[src/rtl/tlb_repl_ctrl.sv]
// Replacement/refill controller for the 8-way fully-associative TLB:
// tree-PLRU state, victim choice, PTW sequencing, refill write and per-way valid bits.
module tlb_repl_ctrl #(
    parameter int VPN_W = 27,
    parameter int NWAYS = 8     // fixed at 8: the PLRU tree below is hard-wired to 3 levels
) (
    input  logic             clk,
    input  logic             reset,
    input  logic             hit_valid,
    input  logic [NWAYS-1:0] hit_ways,
    input  logic             miss_valid,
    output logic             miss_ready,
    input  logic [VPN_W-1:0] miss_vpn,
    output logic             ptw_req_valid,
    input  logic             ptw_req_ready,
    output logic [VPN_W-1:0] ptw_req_vpn,
    input  logic             ptw_resp_valid,
    input  logic             ptw_resp_pf,
    output logic             refill_we,
    output logic [2:0]       refill_way,
    output logic [VPN_W-1:0] refill_vpn,
    output logic             miss_done,
    output logic             miss_fault,
    input  logic             sfence,
    output logic [NWAYS-1:0] entry_valid,
    output logic [NWAYS-1:0] plru_state,
    output logic             busy
);
    localparam logic [1:0] S_IDLE   = 2'd0;
    localparam logic [1:0] S_REQ    = 2'd1;
    localparam logic [1:0] S_WAIT   = 2'd2;
    localparam logic [1:0] S_COMMIT = 2'd3;

    logic [1:0]       state;
    logic [VPN_W-1:0] vpn_q;
    logic [2:0]       way_q;
    logic             drop_q;
    logic [2:0]       hit_way, inv_way, plru_way;
    logic             l1, l2;

    // Point every tree node on the path to w away from w.
    function automatic logic [7:0] plru_upd(input logic [7:0] p, input logic [2:0] w);
        logic [7:0] n;
        n = p;
        n[1] = ~w[2];
        n[{2'b01, w[2]}] = ~w[1];
        n[{1'b1, w[2], w[1]}] = ~w[0];
        n[0] = 1'b0;
        return n;
    endfunction

    always_comb begin
        hit_way = '0;
        for (int i = 0; i < NWAYS; i++)
            if (hit_ways[i]) hit_way = hit_way | 3'(i);
    end

    always_comb begin
        inv_way = '0;
        for (int i = NWAYS - 1; i >= 0; i--)
            if (!entry_valid[i]) inv_way = 3'(i);
    end

    assign l1       = plru_state[1];
    assign l2       = plru_state[{2'b01, l1}];
    assign plru_way = {l1, l2, plru_state[{1'b1, l1, l2}]};

    assign miss_ready    = (state == S_IDLE) && !sfence;
    assign ptw_req_valid = (state == S_REQ);
    assign ptw_req_vpn   = vpn_q;
    assign refill_we     = (state == S_COMMIT) && !sfence;
    assign refill_way    = way_q;
    assign refill_vpn    = vpn_q;
    assign busy          = (state != S_IDLE);

    always_ff @(posedge clk) begin
        if (reset) begin
            state       <= S_IDLE;
            vpn_q       <= '0;
            way_q       <= '0;
            drop_q      <= 1'b0;
            miss_done   <= 1'b0;
            miss_fault  <= 1'b0;
            entry_valid <= '0;
            plru_state  <= '0;
        end else begin
            miss_done  <= 1'b0;
            miss_fault <= 1'b0;
            case (state)
                S_IDLE: if (miss_valid && miss_ready) begin
                    vpn_q  <= miss_vpn;
                    way_q  <= (&entry_valid) ? plru_way : inv_way;
                    drop_q <= 1'b0;
                    state  <= S_REQ;
                end
                S_REQ: begin
                    if (sfence) drop_q <= 1'b1;
                    if (ptw_req_ready) state <= S_WAIT;
                end
                S_WAIT: begin
                    if (sfence) drop_q <= 1'b1;
                    // a same-cycle sfence also kills the refill
                    if (ptw_resp_valid) begin
                        if (ptw_resp_pf || drop_q || sfence) begin
                            state      <= S_IDLE;
                            miss_done  <= 1'b1;
                            miss_fault <= ptw_resp_pf;
                        end else begin
                            state <= S_COMMIT;
                        end
                    end
                end
                default: begin
                    state     <= S_IDLE;
                    miss_done <= 1'b1;
                end
            endcase

            if (sfence) begin
                entry_valid <= '0;
                plru_state  <= '0;
            end else if (state == S_COMMIT) begin
                entry_valid[way_q] <= 1'b1;
                plru_state         <= plru_upd(plru_state, way_q);
            end else if (hit_valid) begin
                plru_state <= plru_upd(plru_state, hit_way);
            end
        end
    end
endmodule

[config.mk]
export PLATFORM = sky130hd
export DESIGN_NAME = tlb_repl_ctrl
export DESIGN_NICKNAME = d
export VERILOG_FILES = /design/src/rtl/tlb_repl_ctrl.sv
export SDC_FILE = /design/constraint.sdc
export NUM_CORES = 1
export LEC_CHECK = 0
export ABC_AREA = 1
export ABC_CLOCK_PERIOD_IN_PS = 1200
export BUFFER_PORTS_ARGS = -buffer_cell sky130_fd_sc_hd__buf_2
export CAP_MARGIN = 25
export CORE_MARGIN = 2
export CORE_UTILIZATION = 27
export DETAILED_ROUTE_END_ITERATION = 10
export HOLD_SLACK_MARGIN = 0.06
export PLACE_DENSITY = 0.63
export SETUP_SLACK_MARGIN = 0.05
export SLEW_MARGIN = 40
export SYNTH_ARGS = -nofsm -noshare
export SYNTH_HDL_FRONTEND = slang
export SYNTH_SLANG_ARGS = --single-unit
[constraint.sdc]
create_clock -name clk -period 1.2 [get_ports clk]
set_input_delay 0.12 -clock clk [delete_from_list [all_inputs] [get_ports clk]]
set_output_delay 0.12 -clock clk [all_outputs]
set_load 0.05 [all_outputs]
## Yosys cells after proc, flatten, opt, wreduce, memory -nomap -nowiden

Cells that the tools add are included.

- Bits in registers: 50
- Latch bits: 0
- RAM bits: 0
- ROM bits: 0
- Input bits: 43
- Output and inout port bits: 79
- Word-level logic and storage cells: 107
- Memories: 0

- Add/sub/neg operators: 0
- Multiply operators: 0
- Divide/modulo/power cells: 0
- Order comparisons: 12
- Equality and inequality tests: 7
- Shifts and indexed selects: 0
- Mux-type cells: 47
- Bitwise operators: 10
- Reduce and logical (&&, ||, !) cells: 23

Operators by type and width:

| cell | number |
|---|---|
| two-way mux 3 bit | 13 |
| bitwise mux 8 bit | 4 |
| < comparator 3 x 4 -> 1 bit, second input constant | 4 |
| two-way mux 8 bit | 2 |
| two-way mux 1 bit | 13 |
| < comparator 2 x 4 -> 1 bit, second input constant | 3 |
| two-way mux 2 bit | 6 |
| greater-or-equal comparator 3 x 1 -> 1 bit, second input constant | 3 |
| NOT 1 bit | 9 |
| logical AND 1 bit | 8 |
| bitwise OR 8 bit | 1 |
| AND reduction 8 bit | 1 |
| != test 2 x 1 -> 1 bit, second input constant | 3 |
| one-hot mux 2 bit (3 select lines) | 1 |
| AND reduction 3 bit | 2 |
| nonzero test 2 bit | 3 |
| OR reduction 2 bit | 3 |
| demux 1 bit (select 2 bit) | 2 |
| == test 2 bit, second input constant | 2 |
| greater-or-equal comparator 2 x 1 -> 1 bit, second input constant | 2 |
| one-hot mux 1 bit (2 select lines) | 2 |
| OR reduction 4 bit | 1 |
| demux 1 bit (select 3 bit) | 1 |
| binary-select mux 1 bit (select 2 bit) | 1 |
| other kinds (7) | 9 |

## Longest topological paths before layout

Gate-level depths: netlist (run 1).

- Depth after elaboration: 15
- Depth in mapped cells: 9
- Depth with buffers taken out: 9

## Worst setup path after synthesis (run 1)

OpenSTA, ideal clock, no wires.

- Path type: reg2out
- Start point: reg state[0]
- End point: out miss_ready
- Arrival time: 1638 ps
- Data required time: 1080 ps
- Path slack: -558 ps
- Cell stages (with the launch flop): 5
- Path through: dfxtp_1 -> inv_1 -> ha_1 -> inv_1 -> nor2_1

- Longest elaborated chain between the ends: 2

Ends and longest elaborated chain:

| element | RTL line | source |
|---|---|---|
| from (decl) | 34 | `logic [1:0] state;` |
| from (signal assigned) | 78 | `state <= S_IDLE;` |
| from (signal assigned) | 94 | `state <= S_REQ;` |
| from (signal assigned) | 98 | `if (ptw_req_ready) state <= S_WAIT;` |
| zero test 2 bit | 68 | `assign miss_ready = (state == S_IDLE) && !sfence;` |
| logical AND 1 bit | 68 |  |
| to (decl) | 12 | `output logic miss_ready,` |

No other way between the ends.

## Final worst setup path (run 1)

- Start point: reg state[1]
- End point: out miss_ready

The elaborated chain is that of the path after synthesis.

==> results of run 1 <==
==> power by group <==
group          switching (mW)  total (mW)  internal (mW)
sequential              0.155        1.99           1.84
combinational            1.94        3.05           1.11
clock                   0.615        1.25          0.633
==> repair_timing <==
item,in CTS,in global routing
buffers inserted,10,4
setup endpoints to repair,47,55
hold buffers,28,1
hold endpoints to repair,28,1
gates cloned,1,1
gates resized for setup,48,74
pin swaps,17,18
==> routing by layer <==
layer  share of wire (%)  up-vias
met5                   0        -
met4                 1.9        0
met3                 3.7       13
met2                  54       66
met1                  41     1284
li1                    -     1337
==> layout by cell type (no fill, tap or decap), types with 11 or more instances in the layout <==
master	synthesis	routed
sky130_fd_sc_hd__nand2_1	96	71
sky130_fd_sc_hd__dlygate4sd3_1	0	29
sky130_fd_sc_hd__a21oi_1	43	19
sky130_fd_sc_hd__a21oi_2	0	23
sky130_fd_sc_hd__dfxtp_2	0	15
sky130_fd_sc_hd__buf_2	2	112
sky130_fd_sc_hd__nor2_1	23	15
sky130_fd_sc_hd__nand2_2	2	20
sky130_fd_sc_hd__buf_4	30	19
sky130_fd_sc_hd__inv_1	28	22
sky130_fd_sc_hd__dfxtp_1	50	32
sky130_fd_sc_hd__nand3_1	16	11
==> flip-flops by register name (all words and copies together) (netlist names) <==
name and cells:
ptw_req_vpn 27, miss_fault 1, drop_q 1, state 2, plru_state 7, miss_done 1, entry_valid 8, refill_way 3
==> layout make-up <==
cell class | count | area share [%]
tap | 108 | 3.304
timing repair buffer | 178 | 30.80
multi-input combinational | 216 | 34.23
sequential | 50 | 25.21
inverter | 33 | 3.610
clock buffer | 5 | 1.682
clock inverter | 3 | 1.162
==> path summary, 6_finish.rpt <==
path,endpoint,slack [ns],cells past startpoint
worst max-delay path,miss_ready,-0.19,5
worst max register to register,ptw_req_vpn[6],-0.17,8
worst min register to register,ptw_req_vpn[2],0.48,2
worst min-delay path,miss_fault,0.11,3
==> critical path, stage by stage, from the launching register on <==
cell,delay (ns)
sky130_fd_sc_hd__dfxtp_4,0.38
sky130_fd_sc_hd__inv_4,0.07
sky130_fd_sc_hd__ha_4,0.15
sky130_fd_sc_hd__clkinvlp_4,0.12
sky130_fd_sc_hd__nor2_4,0.10
sky130_fd_sc_hd__buf_8,0.15
==> per-stage QoR <==
| step | instance area, um2 | util [%] | hold WS (ns) | setup TNS [ns] | setup WS (ns) |
|---|---|---|---|---|---|
| after floorplan | 2520 | - | 0.2545 | -0.5180 | -0.1476 |
| after global placement | 3098 | 35.35 | 0.3674 | -1.281 | -0.08940 |
| after detailed placement | 3098 | 35.35 | 0.3740 | -2.047 | -0.1157 |
| after CTS | 3772 | 43.05 | 0.06139 | -4.970 | -0.1822 |
| after global routing | 4090 | 46.67 | 0.1139 | -8.606 | -0.2325 |
| final | 4090 | 46.67 | 0.1065 | -5.583 | -0.1873 |
==> logic make-up after synthesis <==
family                   share of synthesized area (%)
AO/OA/AOI/OAI                                    12.62
adder cells (fa/ha/maj)                          2.044
buffers and inverters                            17.12
flip-flops                                       40.88
other                                           0.1531
AND/OR/NAND/NOR                                  27.18
==> results.toml, run 1 <==
[outcome]
outcome = "finished with violations"
violations = "setup timing"

[timing]
min_period_over_period_pct = 115.6
fmaxAchievable_mhz = 720.9
finalWorstPathRequiredPeriod_ns = 1.387
timing.clock.skew_ns = 0.008185
finalHoldViolCount = 0
setup_viol = 47
slew_viol_final = 0
rsz0062_at_grt = "true"
postLayoutSetupSlackWorst_ns = -0.1873

[power]
power.total_mw = 6.289
vdd_drop_max_mv = 1.102
power_per_cell_area_nw_per_um2 = 1538
p_leak_nw = 1.865

[critical_path]
critical_path.startpoint_type = "register"
crit_arrival_ns = 1.27
cp-startpoint = "state[1]"
critical_path_peak_fanout = 3
worst-endpoint-required_ns = 1.08
worstSetupPathType = "reg -> out"
regToRegStartpoint = "state[1]"
crit_path_end_kind = "output port"

[yosys]
synth_area_um2 = 2449
mappedNetlistNets = 384
ys_warn_count = 0
synth.top_cells.by_area = "sky130_fd_sc_hd__dfxtp_1 (41%), sky130_fd_sc_hd__nand2_1 (15%), sky130_fd_sc_hd__buf_4 (9.2%), sky130_fd_sc_hd__a21oi_1 (8.8%), sky130_fd_sc_hd__inv_1 (4.3%)"
synth.lib_cells_used.distinct = 28
synth_edf_count = 0
yosysSeqAreaShare_pct = 40.88
yosysMostFrequentCell = "sky130_fd_sc_hd__nand2_1"
yosys_register_bits = 50
async_set_or_reset_flop_fraction_in_the_synthesized_netlist_pct = 0
syn-mean-instance-area_um2 = 7.266
ys.flop_type = "sky130_fd_sc_hd__dfxtp_1"
syn_inst = 337
synthDominantAreaCellType = "sky130_fd_sc_hd__dfxtp_1"
synth_top_area_share_pct = 40.88
yosys-top-cells-count = "sky130_fd_sc_hd__nand2_1 (96), sky130_fd_sc_hd__dfxtp_1 (50), sky130_fd_sc_hd__a21oi_1 (43), sky130_fd_sc_hd__buf_4 (30), sky130_fd_sc_hd__inv_1 (28)"

[die]
die-area_um2 = 9847
row_count = 34
dieHeight_um = 99.23
floorplan.die.width_um = 99.23
fp.coreArea_um2 = 8763
num_io_pins = 122
start_util_pct = 27.94

[placed_design]
io_buffer_count = 119
dp.final_hpwl_um = 4960
gpl.final_weighted_congestion = 0.8680
placed_cells = 540

[routing]
vias_per_cell = 4.553
number_of_remaining_drc_errors = 0
detailroute.via_count = 2700
wire_per_inst_um = 13.23
total_routed_length_um = 7848
detail_route.first_pass.iterations = 4
initialDrtViolationCount = 110
final_antenna_net_count = 0

[finish]
num_antenna_cells = 0
nFillCells = 830
area.sequential_um2 = 1031
final_layout_size_suffix_gt1_share_pct = 54.43
fin_cells = 593
final_net_count = 531
flow.area_growth_from_synthesis_pct = 67.04
multi_input_area_um2 = 1400

[worst_hold_path]
min_path_type = "in -> reg"
hold_path_startpoint = "ptw_resp_valid"

[clock_tree]
h-tree-depth = 2
root_buffer = "sky130_fd_sc_hd__clkbuf_8"
clock_latency_late_sink_ns = 0.31
tritoncts.num_buffers = 5
clock_path_buffers = 2
tritoncts = "built"
clkTransAtPathRegs_ns = 0.10
tritoncts_num_sinks = 50

[global_routing]
gr-usage-met2_pct = 27.03
grt-busiest-layer = "met2"
antenna_found_initial = 0
globalRouteMet1Util_pct = 15.53
first_global_vias = 2631
grt.total_usage_pct = 14.29
grt_first_pass_wirelength_um = 11640
grt_overflow_total = 0
groute.layer.met3.usage_pct = 2.530
grt_max_degree = 28

[job]
max-cap-violations = 0
Note: power is estimated with default switching activity, not from simulation.
==> run 2, diff against run 1 <==
--- a/constraint.sdc
+++ b/constraint.sdc
@@ -3,2 +3,2 @@
 set_output_delay 0.12 -clock clk [all_outputs]
-set_load 0.05 [all_outputs]
+set_load 0.02 [all_outputs]
==> results.toml, run 2 (synthesis gave the netlist of run 1 again) <==
[clock_tree]
clock_path_buffers = 2
h-tree-depth = 2
root_buffer = "sky130_fd_sc_hd__clkbuf_8"
clkTransAtPathRegs_ns = 0.10
clock_latency_late_sink_ns = 0.30
tritoncts = "built"
tritoncts_num_sinks = 50
tritoncts.num_buffers = 5

[power]
power_per_cell_area_nw_per_um2 = 1419
p_leak_nw = 1.874
power.total_mw = 5.756
vdd_drop_max_mv = 1.057

[routing]
vias_per_cell = 4.571
final_antenna_net_count = 0
wire_per_inst_um = 12.80
number_of_remaining_drc_errors = 0
total_routed_length_um = 7578
detail_route.first_pass.iterations = 4
initialDrtViolationCount = 64
detailroute.via_count = 2706

[timing]
slew_viol_final = 0
min_period_over_period_pct = 112.7
setup_viol = 47
fmaxAchievable_mhz = 739.3
finalHoldViolCount = 0
hold-worst-slack_ns = 0.06981
finalWorstPathRequiredPeriod_ns = 1.353
rsz0062_at_grt = "true"
postLayoutSetupSlackWorst_ns = -0.1526
timing.clock.skew_ns = 0.01141

[die]
die-area_um2 = 9847
row_count = 34
floorplan.die.width_um = 99.23
start_util_pct = 27.94
dieHeight_um = 99.23
num_io_pins = 122
fp.coreArea_um2 = 8763

[placed_design]
io_buffer_count = 119
placed_cells = 547
gpl.final_weighted_congestion = 0.7936
dp.final_hpwl_um = 5026

[critical_path]
worstRegToRegCells = 9
crit_path_end_kind = "register"
critical_path.startpoint_type = "register"
cell_occurring_most_often_along_the_worst_timing_path = "sky130_fd_sc_hd__nand2_2"
crit_arrival_ns = 1.55
cp-startpoint = "state[1]"
path_cells = "ha_4 -> inv_6 -> buf_6 -> nand2_2 -> inv_2 -> nand3_2 -> nand2_2 -> o21ai_0 -> nor2_1"
setup.reg_to_reg.worst_slack_ns = -0.15
cp_slowest_cell = "sky130_fd_sc_hd__dfxtp_4"
regToRegStartpoint = "state[1]"
critical_path_peak_fanout = 3
setup.worst_path.end = "plru_state[7]"
crit_path_max_incr_delay_ns = 0.39
r2r-end = "plru_state[7]"
worstSetupPathType = "reg -> reg"
worst-endpoint-required_ns = 1.40

[finish]
final_layout_size_suffix_gt1_share_pct = 53.10
layout.core_utilization_pct = 46.30
largest_reg_flops = 27
mostFrequentLayoutCell = "sky130_fd_sc_hd__buf_2"
fin_cells = 592
flow.area_growth_from_synthesis_pct = 65.71
mostFrequentLayoutCells = "sky130_fd_sc_hd__buf_2 (115), sky130_fd_sc_hd__nand2_1 (71), sky130_fd_sc_hd__dfxtp_1 (46)"
num_antenna_cells = 0
final_net_count = 530

[global_routing]
grt_first_pass_wirelength_um = 11610
grt_overflow_total = 0
antenna_found_initial = 0
grt.total_usage_pct = 14.39
first_global_vias = 2471
grt_max_degree = 25

[job]
max-cap-violations = 0

[worst_hold_path]
min_path_type = "in -> reg"

[outcome]
outcome = "finished with violations"
violations = "setup timing"
==> run 2: cell types whose count changed in the layout (fill, tap and decap cells not counted), moves of 3 or more <==
cell and delta:
sky130_fd_sc_hd__buf_2 +3, sky130_fd_sc_hd__nand2_4 +4, sky130_fd_sc_hd__o21ai_1 -3, sky130_fd_sc_hd__dfxtp_1 +14
sky130_fd_sc_hd__nand2_2 -3, sky130_fd_sc_hd__dlygate4sd3_1 -8, sky130_fd_sc_hd__buf_6 +6, sky130_fd_sc_hd__dfxtp_2 -14
sky130_fd_sc_hd__nor2_1 +3
==> run 2: how the worst min path moves through the flow <==
stage	start	endpoint	slack, ns	cells past startpoint
2_1_floorplan	ptw_resp_pf	miss_fault	0.25	2
3_3_place_gp	miss_vpn[4]	ptw_req_vpn[4]	0.37	3
3_5_place_dp	ptw_resp_pf	miss_fault	0.37	3
4_1_cts	miss_vpn[21]	ptw_req_vpn[21]	0.06	3
5_1_grt	miss_vpn[22]	ptw_req_vpn[22]	0.06	3
6_report	miss_vpn[3]	ptw_req_vpn[3]	0.07	3
==> run 2: per-stage QoR <==
| stage | area (um2) | setup slack, ns | TNS [ns] |
|---|---|---|---|
| after global routing | 4058 | -0.2402 | -6.922 |
| final | 4058 | -0.1526 | -3.447 |
| after detailed placement | 3119 | -0.1466 | -2.429 |
| after CTS | 3731 | -0.1479 | -3.668 |
| after floorplan | 2501 | 0.01790 | 0 |
| after global placement | 3119 | -0.07168 | -1.589 |
==> run 2: critical path: cells and delay by family, from the launching register on <==
family                     cells  cell delay, ns
DFF                            1            0.39
adders and majority gates      1            0.18
AOI/OAI and AO/OA              1            0.22
and+or+nand+nor                4            0.26
buffers and inverters          3            0.20
==> run 2: cell type report <==
type / count / area (um2)
clock buffers: 6 / 82.58
clock inverters: 2 / 60.06
fillers: 858 / 4706
inverters: 33 / 143.9
multi-input cells: 216 / 1390
flip-flops and latches: 50 / 1013
well taps: 108 / 135.1
repair buffers: 177 / 1232
==> run 2: report_power, final <==
part	switching, mW	internal [mW]	leakage [nW]	total, mW
Combinational	1.27	1.02	1.39	2.29
Clock	0.595	0.890	0.0714	1.49
Sequential	0.144	1.83	0.409	1.98
==> run 2: timing repair <==
item / in CTS / in global routing
endpoints found under the hold margin: 19 / 2
setup buffers: 10 / 5
cloned: 1 / 1
pin swaps: 12 / 22
hold buffers: 19 / 2
endpoints found under the setup margin: 45 / 55
resized for setup: 52 / 70
==> run 2: layer usage <==
layer  vias to the layer above  track usage (%)  part of all wire, %
met2                       121            26.14                   51
met3                         8            2.389                  6.8
met1                      1240            17.80                   41
met4                         0            3.161                 0.90
met5                         -                0                    0
li1                       1337                -                    -
